### config.mk
export PLATFORM = sky130hd
export DESIGN_NAME = cpu_run_ctrl
export DESIGN_NICKNAME = d
export VERILOG_FILES = /design/src/rtl/cpu_run_ctrl.sv
export SDC_FILE = /design/constraint.sdc
export NUM_CORES = 1
export LEC_CHECK = 0
export CORE_MARGIN = 4
export CORE_UTILIZATION = 54
export CTS_CLUSTER_DIAMETER = 80
export DETAILED_ROUTE_END_ITERATION = 16
export PLACE_DENSITY_LB_ADDON = 0.05
export SETUP_SLACK_MARGIN = 0.05
export SLEW_MARGIN = 40
export SYNTH_ARGS = -nofsm -noshare
export SYNTH_HDL_FRONTEND = slang
export SYNTH_SLANG_ARGS = --single-unit
### constraint.sdc
create_clock -name clk -period 7 [get_ports clk]
set_input_delay 2.1 -clock clk [delete_from_list [all_inputs] [get_ports clk]]
set_output_delay 2.1 -clock clk [all_outputs]
set_load 0.02 [all_outputs]
### src/rtl/cpu_run_ctrl.sv
// cpu_run_ctrl: run controller for the single-cycle CPU core.
// Streams a program image into instruction memory while holding the core in
// reset, then gates the core clock enable for free-run, budgeted-run and
// single-step execution, and parks the core when it retires a halt.
module cpu_run_ctrl #(
  parameter int unsigned ADDR_W = 8,
  parameter int unsigned DATA_W = 32,
  parameter int unsigned CYC_W  = 16
) (
  input  logic              clk,
  input  logic              areset,
  // host command port
  input  logic              cmd_valid,
  output logic              cmd_ready,
  input  logic [1:0]        cmd_op,
  input  logic [CYC_W-1:0]  cmd_arg,
  // program load stream
  input  logic              ld_valid,
  output logic              ld_ready,
  input  logic [DATA_W-1:0] ld_data,
  // instruction-memory write port
  output logic              imem_we,
  output logic [ADDR_W-1:0] imem_addr,
  output logic [DATA_W-1:0] imem_wdata,
  // CPU control
  output logic              cpu_rst_n,
  output logic              cpu_en,
  input  logic              cpu_halt,
  // status
  output logic [2:0]        state,
  output logic [CYC_W-1:0]  cyc_count,
  output logic              done
);

  localparam logic [1:0] OP_LOAD = 2'b00;
  localparam logic [1:0] OP_RUN  = 2'b01;
  localparam logic [1:0] OP_STEP = 2'b10;
  localparam logic [1:0] OP_STOP = 2'b11;

  typedef enum logic [2:0] {
    ST_IDLE   = 3'd0,
    ST_LOAD   = 3'd1,
    ST_RUN    = 3'd2,
    ST_STEP   = 3'd3,
    ST_PAUSE  = 3'd4,
    ST_HALTED = 3'd5
  } state_e;

  state_e              state_q,  state_d;
  logic [ADDR_W-1:0]   ptr_q,    ptr_d;
  logic [CYC_W-1:0]    left_q,   left_d;
  logic [CYC_W-1:0]    cyc_q,    cyc_d;
  logic [CYC_W-1:0]    budget_q, budget_d;
  logic [CYC_W-1:0]    bcnt_q,   bcnt_d;
  logic                done_q,   done_d;

  logic                cmd_fire;
  logic                ld_fire;
  logic [CYC_W-1:0]    cyc_inc;
  logic [CYC_W-1:0]    bcnt_inc;
  logic                budget_hit;

  // Handshakes and per-cycle counter helpers
  always_comb begin
    cmd_fire   = cmd_valid & cmd_ready;
    ld_fire    = ld_valid & ld_ready;
    cyc_inc    = (&cyc_q) ? cyc_q : cyc_q + CYC_W'(1);
    bcnt_inc   = bcnt_q + CYC_W'(1);
    budget_hit = (budget_q != '0) && (bcnt_inc == budget_q);
  end

  // Next-state and counter update logic
  always_comb begin
    state_d  = state_q;
    ptr_d    = ptr_q;
    left_d   = left_q;
    cyc_d    = cyc_q;
    budget_d = budget_q;
    bcnt_d   = bcnt_q;
    done_d   = 1'b0;

    unique case (state_q)
      // Parked states share the command decode; HALTED ignores RUN/STEP
      ST_IDLE, ST_PAUSE, ST_HALTED: begin
        if (cmd_fire) begin
          unique case (cmd_op)
            OP_LOAD: begin
              ptr_d = '0;
              cyc_d = '0;
              if (cmd_arg == '0) begin
                state_d = ST_IDLE;
                done_d  = 1'b1;
              end else begin
                state_d = ST_LOAD;
                left_d  = cmd_arg;
              end
            end
            OP_RUN: begin
              if (state_q != ST_HALTED) begin
                state_d  = ST_RUN;
                budget_d = cmd_arg;
                bcnt_d   = '0;
              end
            end
            OP_STEP: begin
              if (state_q != ST_HALTED) begin
                state_d = ST_STEP;
              end
            end
            OP_STOP: begin
              if (state_q != ST_IDLE) begin
                state_d = ST_IDLE;
                ptr_d   = '0;
                cyc_d   = '0;
              end
            end
            default: begin
              state_d = state_q;
            end
          endcase
        end
      end

      // One word per accepted beat; the word count, not the address, ends it
      ST_LOAD: begin
        if (ld_fire) begin
          ptr_d  = ptr_q + ADDR_W'(1);
          left_d = left_q - CYC_W'(1);
          if (left_q == CYC_W'(1)) begin
            state_d = ST_IDLE;
            ptr_d   = '0;
            cyc_d   = '0;
            done_d  = 1'b1;
          end
        end
      end

      // Halt beats budget exhaustion, which beats a host STOP
      ST_RUN: begin
        cyc_d  = cyc_inc;
        bcnt_d = bcnt_inc;
        if (cpu_halt) begin
          state_d = ST_HALTED;
          done_d  = 1'b1;
        end else if (budget_hit) begin
          state_d = ST_PAUSE;
          done_d  = 1'b1;
        end else if (cmd_fire && (cmd_op == OP_STOP)) begin
          state_d = ST_PAUSE;
        end
      end

      // Single enabled cycle, then park
      ST_STEP: begin
        cyc_d   = cyc_inc;
        done_d  = 1'b1;
        state_d = cpu_halt ? ST_HALTED : ST_PAUSE;
      end

      default: begin
        state_d = ST_IDLE;
        ptr_d   = '0;
        cyc_d   = '0;
      end
    endcase
  end

  // State and counter registers
  always_ff @(posedge clk or negedge areset) begin
    if (!areset) begin
      state_q  <= ST_IDLE;
      ptr_q    <= '0;
      left_q   <= '0;
      cyc_q    <= '0;
      budget_q <= '0;
      bcnt_q   <= '0;
      done_q   <= 1'b0;
    end else begin
      state_q  <= state_d;
      ptr_q    <= ptr_d;
      left_q   <= left_d;
      cyc_q    <= cyc_d;
      budget_q <= budget_d;
      bcnt_q   <= bcnt_d;
      done_q   <= done_d;
    end
  end

  // Control outputs decoded straight from the state register
  always_comb begin
    cpu_rst_n = 1'b1;
    cpu_en    = 1'b0;
    cmd_ready = 1'b1;
    ld_ready  = 1'b0;
    unique case (state_q)
      ST_IDLE: begin
        cpu_rst_n = 1'b0;
      end
      ST_LOAD: begin
        cpu_rst_n = 1'b0;
        cmd_ready = 1'b0;
        ld_ready  = 1'b1;
      end
      ST_RUN: begin
        cpu_en = 1'b1;
      end
      ST_STEP: begin
        cpu_en    = 1'b1;
        cmd_ready = 1'b0;
      end
      ST_PAUSE, ST_HALTED: begin
        cpu_en = 1'b0;
      end
      default: begin
        cpu_rst_n = 1'b0;
      end
    endcase
  end

  // Memory write port follows the load handshake in the same cycle
  always_comb begin
    imem_we    = ld_valid & ld_ready;
    imem_addr  = ptr_q;
    imem_wdata = ld_data;
  end

  // Status outputs
  always_comb begin
    state     = state_q;
    cyc_count = cyc_q;
    done      = done_q;
  end

endmodule

After elaboration in Yosys (flattened, before gate mapping)
Index checks and enable logic that the tools add are counted.
{"block": "classes", "bitwise_logic": 3, "mux": 47, "n_reduce_logical": 20, "n_eq_ne": 24, "addsub": 4}
{"op": "$mux W16", "count": 12}
{"op": "$pmux W16 S2", "count": 3}
{"op": "$pmux W16 S3", "count": 1}
{"op": "$add A16 B1 Y16 const B", "count": 2}
{"op": "$mux W8", "count": 4}
{"op": "$mux W3", "count": 9}
{"op": "$pmux W3 S4", "count": 2}
{"op": "$pmux W8 S3", "count": 1}
{"op": "$eq A16 B1 Y1 const B", "count": 1}
{"op": "$eq A16 B16 Y1", "count": 1}
{"op": "$logic_not A16 Y1", "count": 1}
{"op": "$pmux W8 S2", "count": 1}
{"op": "$reduce_and A16 Y1", "count": 1}
{"op": "$reduce_bool A16 Y1", "count": 1}
{"op": "$sub A16 B1 Y16 const B", "count": 1}
{"op": "$mux W1", "count": 13}
{"op": "$ne A2 B2 Y1 const B", "count": 6}
{"op": "$ne A3 B3 Y1 const B", "count": 4}
{"op": "$reduce_and A5 Y1", "count": 2}
{"op": "$add A8 B1 Y8 const B", "count": 1}
{"op": "$reduce_and A4 Y1", "count": 2}
{"op": "$reduce_and A7 Y1", "count": 1}
{"op": "$eq A3 B2 Y1 const B", "count": 2}
{"op": "$eq A3 B3 Y1 const B", "count": 2}
{"op": "18 further kinds", "count": 24}
{"block": "word_totals", "in_bits": 55, "ff_bits": 76, "output_inout_bits": 65, "elab_cells": 105}

Longest topological paths before layout
{"block": "logic_depth", "word_depth": 9, "depth_mapped": 10, "mapped_depth_nobuf": 8}

Least setup slack after synthesis
OpenSTA, ideal clock, no wires.
{"block": "synth_timing", "kind": "input port to output port", "startpoint": "input port cmd_arg[3]", "endpoint": "output port imem_we", "t_arrival_ns": 3.224, "stages": 6, "n_path_buf": 1, "setup_slack_ns": 1.676, "t_required_ns": 4.900, "path_cell_list": "nor4_1 > and4_1 > nand4b_1 > a21o_1 > clkbuf_1 > nor2_1"}
{"item": "start: declaration", "line": "16", "rtl": "input logic [CYC_W-1:0] cmd_arg,"}
{"item": "end: declaration", "line": "22", "rtl": "output logic imem_we,"}

==> summary.txt <==
fin. max-slew vios - 0
Yosys warnings - 0
CTS Hold Bufs - 0
EDFF count, synth - 0
Worst Path Buf+Inv - 2
setup tns final - 0 ns
post-synth cell types - 65
htree depth - 3
WS Path Type - input pin to output pin
# setup viols final - 0
Post-synth ARST share - 1.00
worst slew pin tran - 0.760 ns
Initial DRC Count - 255
via count - 4,266
sequential fraction of the synthesis area - 0.387
Worst Path Arrival - 4.27 ns
Hold Path Class - register to register
static power due to leakage - 0.00216 µW
cell mode on critical path - clkdlybuf4s50_1
initial antenna violation count - 0
n_diodes - 0
crit-path cells - clkdlybuf4s50_1 > nor4_1 > and4_1 > nand4b_1 > a21o_1 > nor2_1 > clkdlybuf4s50_1
Util after Layout - 0.619
clock skew - 0.0106 ns
Initial Utilization - 0.559
multi-input logic area - 2630 µm²
clock slew at reported path FFs - 0.09 ns
RSZ-0062 raised after global routing - no
Rows - 34
Die Ht - 103 µm
CP max-delay cell - clkdlybuf4s50_1
total track usage - 0.235
HPWL Detailed - 8630 µm
crit start category - input pin
Die Wd - 103 µm
relative slew slack - 0.494
Die ar. - 10,700 µm²
required time of the worst setup path - 4.90 ns
FMAX - 157 MHz
MaxCap Viol Count - 0
clock buffer depth - 2
CTS tree - done
port buffer count - 55
routed len/inst - 17.3 µm
Main synth FF type - dfrtp_1
post-synthesis area per instance - 8.63 µm²
clk sinks - 76
Peak VDD IR - 0.000231 V
CP peak stage delay - 0.56 ns
status - finished clean
number of nets in the layout - 644
DRC - 0
layout cells sized above 1 - 0.0945
Area growth syn-to-layout - 10.8%
pwr/cell area - 341 nW/µm²
vias per cell - 6.18
FILL cells - 786
Yosys reg bits - 76
final hold violations - 0
vias in the first global route - 4,014
FF+latch area - 1900 µm²
routed wire length - 12,000 µm
Post-Layout Cell Count - 690
critical path endpoint category - output pin
Congestion Overflow GR - 0
Post-Syn Nets - 637
Placed Instances - 674
CTS resizes - 0
Pre-antenna DRT Iters - 5
clk_lat worst skew - 0.36 ns
Placer Congestion - 0.918
Cells after Synth - 570
global-route wire length before repair - 19,900 µm
pin count of the biggest net entering global routing - 77
Tmin final - 6.37 ns
CTS Buf Count - 9
Ports - 120
Crit Path Max Fanout - 3
Tot Pwr - 1860 µW
antenna viol nets, final - 0
Netlist Area Pre-Place - 4920 µm²
Post-CTS Setup Inserts - 0
Crit path max-delay family - buffers and inverters
Core ar. - 8810 µm²
clock root buffer master - clkbuf_8
period utilization - 0.910
[layer usage]
metal	vias to the layer above	part of all wire	track usage	routed length, µm
li1	2036	-	-	-
met1	2053	0.46	0.339	5530
met2	145	0.46	0.359	5480
met3	32	0.056	0.0342	666
met4	0	0.024	0.0896	286
met5	-	0	0	0
[cell usage after synthesis, drive strengths merged (9+ instances only)]
library cell / number / area (µm²)
dfrtp: 76 / 1900
nand2: 67 / 251
o21ai: 64 / 320
buf: 46 / 308
nor2: 40 / 150
a21oi: 24 / 120
nand3: 23 / 125
a22o: 16 / 140
mux2: 16 / 180
clkbuf: 15 / 58.8
ha: 12 / 150
nand2b: 12 / 75.1
xnor2: 12 / 105
a31oi: 11 / 68.8
and3: 11 / 68.8
inv: 11 / 41.3
nor4: 11 / 68.8
nand4: 10 / 62.6
or2: 10 / 62.6
nor3: 9 / 55.1
[state kept, by name, indices dropped and copies added (netlist names)]
register / count
state: 3
cyc_count: 16
done: 1
imem_addr: 8
left_q: 16
budget_q: 16
bcnt_q: 16
[area by class of cell]
cell class	count	share of cell area
clock buffers	10	0.0252
clock inverters	6	0.00711
inverters	11	0.00757
multi-input cells	422	0.482
flip-flops and latches	76	0.349
well taps	108	0.0248
repair buffers	57	0.104
[stage by stage]
| stage | hold slack [ns] | setup WS (ns) | cell area (µm²) |
|---|---|---|---|
| finish | 0.514 | 0.632 | 5450 |
| global route | 0.541 | 0.555 | 5450 |
| CTS | 0.519 | 0.626 | 5450 |
| detailed placement | 0.501 | 0.639 | 5270 |
| global placement | 0.490 | 0.643 | 5250 |
| floorplan | 0.471 | 1.68 | 4920 |
[cells by family after synthesis]
group                      after synthesis  share of synthesized area
adders and majority gates               12                     0.0305
and+or+nand+nor                        216                      0.222
DFF                                     76                      0.387
muxes                                   18                     0.0407
AOI/OAI and AO/OA                      157                      0.203
buffers and inverters                   72                     0.0829
xor gates and xnor gates                19                     0.0338
[layout by cell type, fill, tap and decap left out, types with 6 or more instances in the layout]
cell and count:
dfrtp_1 76, inv_1 10, and3_1 11, mux2_2 15, ha_1 12, nand2b_1 11, a31oi_1 11, a21oi_1 22
nand4_1 10, or2_2 9, nand3_1 21, clkbuf_8 10, xor2_1 7, nor3_1 7, nor2_1 39, xnor2_1 12
nor4_1 11, clkdlybuf4s50_1 54, o31ai_1 6, nand2_1 67, o21ai_0 64, a22o_1 16
[worst reg2reg max path, stage by stage (launching register included)]
cell and delay [ns]:
dfrtp_1 0.54, and2b_1 0.27, nand2b_2 0.33, inv_2 0.42, nand2_1 0.32, o211ai_4 0.40
o21ai_0 0.23, a22o_1 0.21
[power by group]
part	switching, µW	total (µW)	internal [µW]
registers	176	744	568
clock network	169	307	138
logic	472	808	336
[final timing paths]
check,start,to,slack (ns),depth (start not counted)
min in group asynchronous,areset,cyc_count[8]$_DFFE_PN0P_,1.74,1
setup / recovery,cmd_arg[12],imem_we,0.63,7
setup reg to reg,state[0]$_DFFE_PN0P_,cyc_count[9]$_DFFE_PN0P_,4.18,7
hold reg to reg,bcnt_q[15]$_DFFE_PN0P_,bcnt_q[15]$_DFFE_PN0P_,0.51,1
max in group asynchronous,areset,left_q[5]$_DFFE_PN0P_,4.76,1
hold / removal,bcnt_q[15]$_DFFE_PN0P_,bcnt_q[15]$_DFFE_PN0P_,0.51,1
No activity file was read; power rests on OpenSTA's default activity.
